<file path="config.mk">
export PLATFORM = sky130hd
export DESIGN_NAME = router_port_arbiter
export DESIGN_NICKNAME = d
export VERILOG_FILES = /design/src/rtl/router_port_arbiter.sv
export SDC_FILE = /design/constraint.sdc
export NUM_CORES = 1
export LEC_CHECK = 0
export BUFFER_PORTS_ARGS = -buffer_cell sky130_fd_sc_hd__buf_2
export CORE_ASPECT_RATIO = 0.7
export CORE_MARGIN = 2
export CORE_UTILIZATION = 30
export DETAILED_ROUTE_END_ITERATION = 8
export GPL_TIMING_DRIVEN = 0
export REMOVE_ABC_BUFFERS = 1
export SLEW_MARGIN = 0
export SYNTH_ARGS = -nofsm -noshare
export SYNTH_HDL_FRONTEND = slang
export SYNTH_SLANG_ARGS = --single-unit
</file>
<file path="constraint.sdc">
create_clock -name clk -period 4.3 [get_ports clk]
set_clock_uncertainty 0.1 [all_clocks]
set_input_delay 0.86 -clock clk [delete_from_list [all_inputs] [get_ports clk]]
set_output_delay 0.86 -clock clk [all_outputs]
set_load 0.02 [all_outputs]
</file>
<file path="src/rtl/router_port_arbiter.sv">
// Round-robin arbiter sharing one router output link between N_REQ requesters.
// The winning packet is held in an output register until the downstream hop acks it or it times out.
module router_port_arbiter #(
  parameter int N_REQ       = 5,
  parameter int PKT_W       = 34,
  parameter int TIMEOUT_CYC = 64
) (
  input  logic                       clk,
  input  logic                       rst,
  input  logic [N_REQ-1:0]           in_req,
  input  logic [N_REQ*PKT_W-1:0]     in_packet,
  output logic [N_REQ-1:0]           in_ack,
  output logic                       out_req,
  output logic [PKT_W-1:0]           out_packet,
  input  logic                       out_ack,
  output logic [$clog2(N_REQ)-1:0]   grant_idx,
  output logic                       busy,
  input  logic                       err_clr,
  output logic                       timeout_err
);

  localparam int IDX_W = $clog2(N_REQ);
  localparam int CNT_W = (TIMEOUT_CYC > 0) ? $clog2(TIMEOUT_CYC + 1) : 1;

  typedef enum logic {IDLE, SEND} state_t;

  state_t             state;
  logic [IDX_W-1:0]   ptr;
  logic [CNT_W-1:0]   cnt;
  logic [IDX_W-1:0]   win_idx;
  logic               win_found;
  logic [N_REQ-1:0]   win_onehot;
  logic [IDX_W-1:0]   next_ptr;
  logic               timeout_hit;

  // Scan requesters starting at ptr and wrapping; first asserted request wins.
  always_comb begin
    win_found = 1'b0;
    win_idx   = '0;
    for (int unsigned i = 0; i < N_REQ; i++) begin
      int unsigned idx;
      idx = int'(ptr) + i;
      if (idx >= N_REQ) idx = idx - N_REQ;
      if (!win_found && in_req[idx]) begin
        win_found = 1'b1;
        win_idx   = idx[IDX_W-1:0];
      end
    end
  end

  assign win_onehot  = {{(N_REQ-1){1'b0}}, 1'b1} << win_idx;
  assign next_ptr    = (grant_idx == IDX_W'(N_REQ - 1)) ? '0 : grant_idx + 1'b1;
  assign timeout_hit = (TIMEOUT_CYC != 0) && (cnt == CNT_W'(TIMEOUT_CYC - 1));
  assign busy        = (state == SEND);

  always_ff @(posedge clk or negedge rst) begin
    if (!rst) begin
      state       <= IDLE;
      ptr         <= '0;
      cnt         <= '0;
      in_ack      <= '0;
      out_req     <= 1'b0;
      out_packet  <= '0;
      grant_idx   <= '0;
      timeout_err <= 1'b0;
    end else begin
      in_ack <= '0;
      // A timeout below overrides this clear on the same edge.
      if (err_clr) timeout_err <= 1'b0;
      case (state)
        IDLE: begin
          if (win_found) begin
            out_packet <= in_packet[win_idx*PKT_W +: PKT_W];
            in_ack     <= win_onehot;
            out_req    <= 1'b1;
            grant_idx  <= win_idx;
            cnt        <= '0;
            state      <= SEND;
          end
        end
        SEND: begin
          if (out_ack) begin
            out_req <= 1'b0;
            ptr     <= next_ptr;
            state   <= IDLE;
          end else if (timeout_hit) begin
            out_req     <= 1'b0;
            timeout_err <= 1'b1;
            ptr         <= next_ptr;
            state       <= IDLE;
          end else if (cnt != '1) begin
            cnt <= cnt + 1'b1;
          end
        end
        default: state <= IDLE;
      endcase
    end
  end

endmodule

</file>
==> flow_summary.ini, run 1 <==
[cells_and_area]
layout-drive-gt1-share = 0.473
fillers = 1461
instances_no_fill = 861
register_area_sq_mm = 0.00139
n_antenna_cell = 0
multi_input_area_sq_mm = 0.00302
nets = 858
stdcell_area_sq_mm = 0.00619
synthToLayoutAreaGrowth_pct = 37.2

[timing]
worst_slew_pin_slew_ns = 0.704
timing.fmax_mhz = 242
slew-limit-headroom = 0.531
fin_crit_sh = 0.961
hold_viol = 0
finalSetupViolations = 0
final-max-slew-violation-count = 0
period_needed_ns = 4.13
worst_slack_ns = 0.169
fin_tns_setup_ns = 0

[worst_setup_path]
cp-start-kind = flip-flop
crit_path_end_kind = flip-flop
crit_buf_inv = 6
regToRegSetupSlack_ns = 0.17
critPathMaxFanout = 29
r2r_start = ptr[1]$_DFFE_PN0P_
path_delay_family = simple AND/OR/NAND/NOR gates
r2r_cells = 17
cp.depth = 17
slowest_delay_ns = 0.67
critPathArrivalTime_ns = 4.19
cp_cell_sequence = clkinvlp_4 -> buf_4 -> ha_1 -> inv_1 -> ha_1 -> or4b_2 -> o21ai_0 -> nand3_1 -> nand2_1 -> or4b_4 -> nor2_4 -> a221oi_4 -> buf_4 -> buf_8 -> buf_12 -> mux2i_1 -> o221ai_1
crit_slowest_cell = or4b_2
r2r_end = out_packet[33]$_DFFE_PN0P_
cp.required_ns = 4.35
crit_type = reg -> reg

[die]
fp.dieW_um = 151
initial_core_util = 0.307
ios = 224
placementRows = 37
die-area_sq_mm = 0.0161
core_area_sq_mm = 0.0147
fp.dieH_um = 107

[route]
first_pass_iters = 5
drt_iter0_drc = 311
viasPerCell = 5.40
wire_per_inst_um = 19.3
route.detailed.drc = 0
num_vias = 4653
detail-route-antenna-nets = 0
drt-total-wl_um = 16600

[yosys]
yosysWarnings = 0
yosys-top-cells-count = mux2i_1, dfrtp_1, a22oi_1
synth_area_per_cell_sq_um = 10.1
async_flop_share = 1.00
synth.most_common_cell = mux2i_1
synthTopCellsByArea = dfrtp_1, mux2i_1, o221ai_2
ys_types = 65
synth_top_area_share = 0.305
synth_edf_count = 0
syn-cell-area_sq_mm = 0.00452
synthFlopType = dfrtp_1
ys_seq_elements = 55
yosysSeqAreaShare = 0.305
synth.largest_area_cell = dfrtp_1
syn_inst = 446

[grt]
antenna_found_initial = 0
grt_max_degree = 56
grtUsageTotal = 0.192
grt-ovfl-total = 0
grt_pass1_vias = 4478
grt_pass1_wl_um = 24200

[cts]
clkLatencyLatePin_ns = 0.29
cts_buffer_depth = 2
clk_pin_slew_ns = 0.07
cts_buffers = 5
cts_root_buffer = clkbuf_16
cts_tree = built
cts_num_sinks = 55
htree_levels = 2

[min_path]
min_from = out_req$_DFFE_PN0P_
min_path_type = reg -> reg
min_to = out_req$_DFFE_PN0P_
holdPathStages = 1

[run]
max_cap_violations = 0

[placement]
place_hpwl_um = 12500
place_ws_ns = -1.61
post_dp_cell_area_sq_mm = 0.00581
place_inst = 838
gp_congestion = 0.913
portBuffers = 223

[run_status]
outcome = finished, final reports clean
## layout by cell type (no fill, tap or decap), types with 3 or more instances in the layout
cell | synthesis | final
buf_2 | 16 | 222
mux2i_1 | 74 | 71
dfrtp_1 | 55 | 52
a22oi_1 | 36 | 36
o221ai_2 | 20 | 20
nand2_1 | 19 | 19
nor2_1 | 16 | 16
o221ai_1 | 15 | 15
o21ai_0 | 15 | 15
buf_4 | 6 | 14
ha_1 | 14 | 13
inv_1 | 12 | 11
nand2b_1 | 11 | 11
nand3_1 | 10 | 10
a21oi_1 | 10 | 9
xnor2_1 | 7 | 7
nor3_1 | 6 | 6
buf_8 | 0 | 6
a21o_1 | 5 | 5
and3_1 | 5 | 5
clkbuf_16 | 0 | 5
a211oi_1 | 5 | 4
or2_2 | 4 | 4
mux2_2 | 4 | 4
o21bai_1 | 3 | 3
nor2b_1 | 3 | 3
o221a_2 | 3 | 3
o21ai_1 | 3 | 3
xor2_1 | 3 | 3
## per-layer routing
layer,wire length (um),up-vias,global-route usage
met5,0,-,0
met3,889,10,0.0370
li1,-,2186,-
met2,8060,150,0.298
met1,7550,2307,0.280
met4,115,0,0.0307
## stage by stage
stage / hold slack (ns) / util
after detailed placement: 0.388 / 0.394
after global routing: 0.427 / 0.421
final: 0.406 / 0.421
after global placement: 0.377 / 0.385
after CTS: 0.402 / 0.414
after floorplan: 0.361 / -
## final cells by class
type	instances	area share
clock buffers	7	0.0230
clock inverters	1	0.00141
inverters	14	0.00909
multi-input cells	345	0.487
flip-flops and latches	55	0.224
well taps	195	0.0394
repair buffers	244	0.216
## logic make-up after synthesis
| logic type | synth area share |
|---|---|
| buffers and inverters | 0.0576 |
| DFF | 0.305 |
| xor gates and xnor gates | 0.0194 |
| AOI/OAI and AO/OA | 0.278 |
| adders and majority gates | 0.0388 |
| muxes | 0.184 |
| and+or+nand+nor | 0.118 |
## what timing repair did
action | CTS | global route
gates cloned | 0 | 2
endpoints found under the setup margin | 51 | 35
hold buffers | 0 | 0
pin swaps | 2 | 0
buffers inserted | 10 | 4
resized for setup | 15 | 10
## how the worst max path moves through the flow
stage | start | end | slack (ns)
CTS | ptr[2]$_DFFE_PN0P_ | out_packet[9]$_DFFE_PN0P_ | 0.01
global route | ptr[1]$_DFFE_PN0P_ | out_packet[33]$_DFFE_PN0P_ | -0.009
floorplan | ptr[0]$_DFFE_PN0P_ | out_packet[10]$_DFFE_PN0P_ | -7.26
detailed placement | ptr[0]$_DFFE_PN0P_ | out_packet[9]$_DFFE_PN0P_ | -1.61
finish | ptr[1]$_DFFE_PN0P_ | out_packet[33]$_DFFE_PN0P_ | 0.17
global placement | ptr[0]$_DFFE_PN0P_ | out_packet[1]$_DFFE_PN0P_ | -10.22
## state kept, by name, indices dropped and copies added (netlist names)
register / cells
timeout_err: 1
in_ack: 5
ptr: 3
cnt: 7
out_req: 1
grant_idx: 3
out_packet: 34
busy: 1
## worst register-to-register path, delay by kind of cell, from the launching register on
kind	cells	cell delay, ns
and+or+nand+nor	5	1.18
adders and majority gates	2	0.37
DFF	1	0.51
muxes	1	0.26
AOI/OAI and AO/OA	3	0.53
buffers and inverters	6	1.04
Power of run 1 is left out: the tool's default activity adds up to more than one toggle a clock period on the data nets, which glitch-free logic cannot reach.
==> run 2, diff against run 1 <==
--- a/config.mk
+++ b/config.mk
@@ -6,11 +6,14 @@
 export NUM_CORES = 1
 export LEC_CHECK = 0
 export BUFFER_PORTS_ARGS = -buffer_cell sky130_fd_sc_hd__buf_2
+export CELL_PAD_IN_SITES_DETAIL_PLACEMENT = 0
+export CELL_PAD_IN_SITES_GLOBAL_PLACEMENT = 1
 export CORE_ASPECT_RATIO = 0.7
 export CORE_MARGIN = 2
 export CORE_UTILIZATION = 30
 export DETAILED_ROUTE_END_ITERATION = 8
 export GPL_TIMING_DRIVEN = 0
+export PLACE_DENSITY_LB_ADDON = 0.1
 export REMOVE_ABC_BUFFERS = 1
 export SLEW_MARGIN = 0
 export SYNTH_ARGS = -nofsm -noshare
==> flow_summary.ini, run 2 (synthesis gave the netlist of run 1 again) <==
[cells_and_area]
synthToLayoutAreaGrowth_pct = 38.8
multi_input_area_sq_mm = 0.00300
reg_top3 = out_packet x34, cnt x7, in_ack x5
register_area_sq_mm = 0.00138
n_antenna_cell = 0
largest_register_ffs = 34
largest_register = out_packet
layout-drive-gt1-share = 0.473
fillers = 1483
mostFrequentLayoutCell = buf_2
nets = 860
final_cell_mix = buf_2, mux2i_1, dfrtp_1, a22oi_1, o221ai_2

[worst_setup_path]
r2r_cells = 16
crit_path_end_kind = flip-flop
critPathArrivalTime_ns = 4.14
path_delay_family = simple AND/OR/NAND/NOR gates
crit_type = reg -> reg
cp.required_ns = 4.36
slowest_delay_ns = 0.66
cp-start-kind = flip-flop
cp_cell_sequence = inv_1 -> ha_1 -> inv_1 -> ha_1 -> or4b_2 -> o21ai_0 -> nand3_1 -> nand2_1 -> or4b_4 -> nor2_4 -> a221oi_4 -> buf_8 -> buf_16 -> buf_8 -> mux2i_1 -> o221ai_1
r2r_end = out_packet[30]$_DFFE_PN0P_
regToRegSetupSlack_ns = 0.22
crit_buf_inv = 5
crit_slowest_cell = or4b_2
critPathMaxFanout = 16
r2r_start = ptr[1]$_DFFE_PN0P_

[die]
fp.dieH_um = 107
die-area_sq_mm = 0.0161
fp.dieW_um = 151
initial_core_util = 0.307
ios = 224
core_area_sq_mm = 0.0147
placementRows = 37

[route]
drt-met1-wl_um = 6970
wire_per_inst_um = 18.7
viasPerCell = 5.35
num_vias = 4614
drt_iter0_drc = 275
first_pass_iters = 4
routed.top_layer = met4
drt-total-wl_um = 16100
met3_length_um = 852
route.detailed.drc = 0
wl_met2_um = 8160
detail-route-antenna-nets = 0

[cts]
cts_tree = built
cts_root_buffer = clkbuf_16
cts_buffers = 5
cts_buffer_depth = 2
clkLatencyLatePin_ns = 0.30
hold_buffers = 0
cts_num_sinks = 55
htree_levels = 2
clk_pin_slew_ns = 0.07

[min_path]
min_to = out_req$_DFFE_PN0P_
min_from = out_req$_DFFE_PN0P_
holdPathStages = 1
min_path_type = reg -> reg

[run]
max_cap_violations = 0

[timing]
slew-limit-headroom = 0.514
fin_tns_setup_ns = 0
period_needed_ns = 4.08
fin_crit_sh = 0.950
final-max-slew-violation-count = 0
timing.fmax_mhz = 245
finalSetupViolations = 0
worst_slew_pin_slew_ns = 0.729
hold_viol = 0
worst_slack_ns = 0.216

[placement]
portBuffers = 223
place_hpwl_um = 12000
place_ws_ns = -1.59
gp_congestion = 0.814

[grt]
grt_max_degree = 56
grt_pass1_vias = 4586
grtUsageTotal = 0.195
antenna_found_initial = 0
grt-ovfl-total = 0
grt_pass1_wl_um = 24600

[run_status]
outcome = finished, final reports clean
==> run 2: worst max path at each step <==
stage	to	cells after the start	slack, ns	start
floorplan	out_packet[10]$_DFFE_PN0P_	11	-7.26	ptr[0]$_DFFE_PN0P_
global placement	out_packet[27]$_DFFE_PN0P_	11	-11.19	ptr[0]$_DFFE_PN0P_
detailed placement	out_packet[0]$_DFFE_PN0P_	11	-1.59	ptr[0]$_DFFE_PN0P_
CTS	out_packet[9]$_DFFE_PN0P_	14	0.005	ptr[2]$_DFFE_PN0P_
global route	out_packet[2]$_DFFE_PN0P_	16	-0.02	ptr[1]$_DFFE_PN0P_
finish	out_packet[30]$_DFFE_PN0P_	16	0.22	ptr[1]$_DFFE_PN0P_
==> run 2: what timing repair did <==
item,in CTS,in global routing
buffers inserted,4,10
pin swaps,2,3
hold endpoints to repair,0,0
cloned,2,0
gates resized for setup,14,7
endpoints found under the setup margin,51,38
==> run 2: per-stage QoR <==
| stage | cell area (sq um) | util | std cells | hold WS, ns |
|---|---|---|---|---|
| after global routing | 6270 | 0.426 | 863 | 0.434 |
| final | 6270 | 0.426 | 863 | 0.396 |
| after floorplan | 4310 | - | 412 | 0.361 |
| after detailed placement | 5870 | 0.399 | 839 | 0.385 |
| after CTS | 6160 | 0.419 | 853 | 0.402 |
| after global placement | 5670 | 0.385 | 830 | 0.371 |
==> run 2: final cells by class <==
type,count,share of cell area
Tap cell,195,0.0389
Multi-Input combinational cell,345,0.479
Sequential cell,55,0.221
Inverter,14,0.00878
Clock inverter,3,0.00739
Clock buffer,5,0.0200
Timing Repair Buffer,246,0.225
==> run 2: routing by layer <==
metal | vias up | track usage
met5 | - | 0
met4 | 0 | 0.0214
met3 | 8 | 0.0319
met2 | 152 | 0.336
met1 | 2253 | 0.266
li1 | 2201 | -
==> run 2: worst reg2reg max path: cells and delay by family (launching register included) <==
kind	cells	cell delay, ns
compound gates	3	0.58
fa+ha+maj	2	0.42
buf+inv	5	0.95
flops	1	0.44
mux	1	0.25
simple gates	5	1.20
Power of run 2 is left out for the same reason.
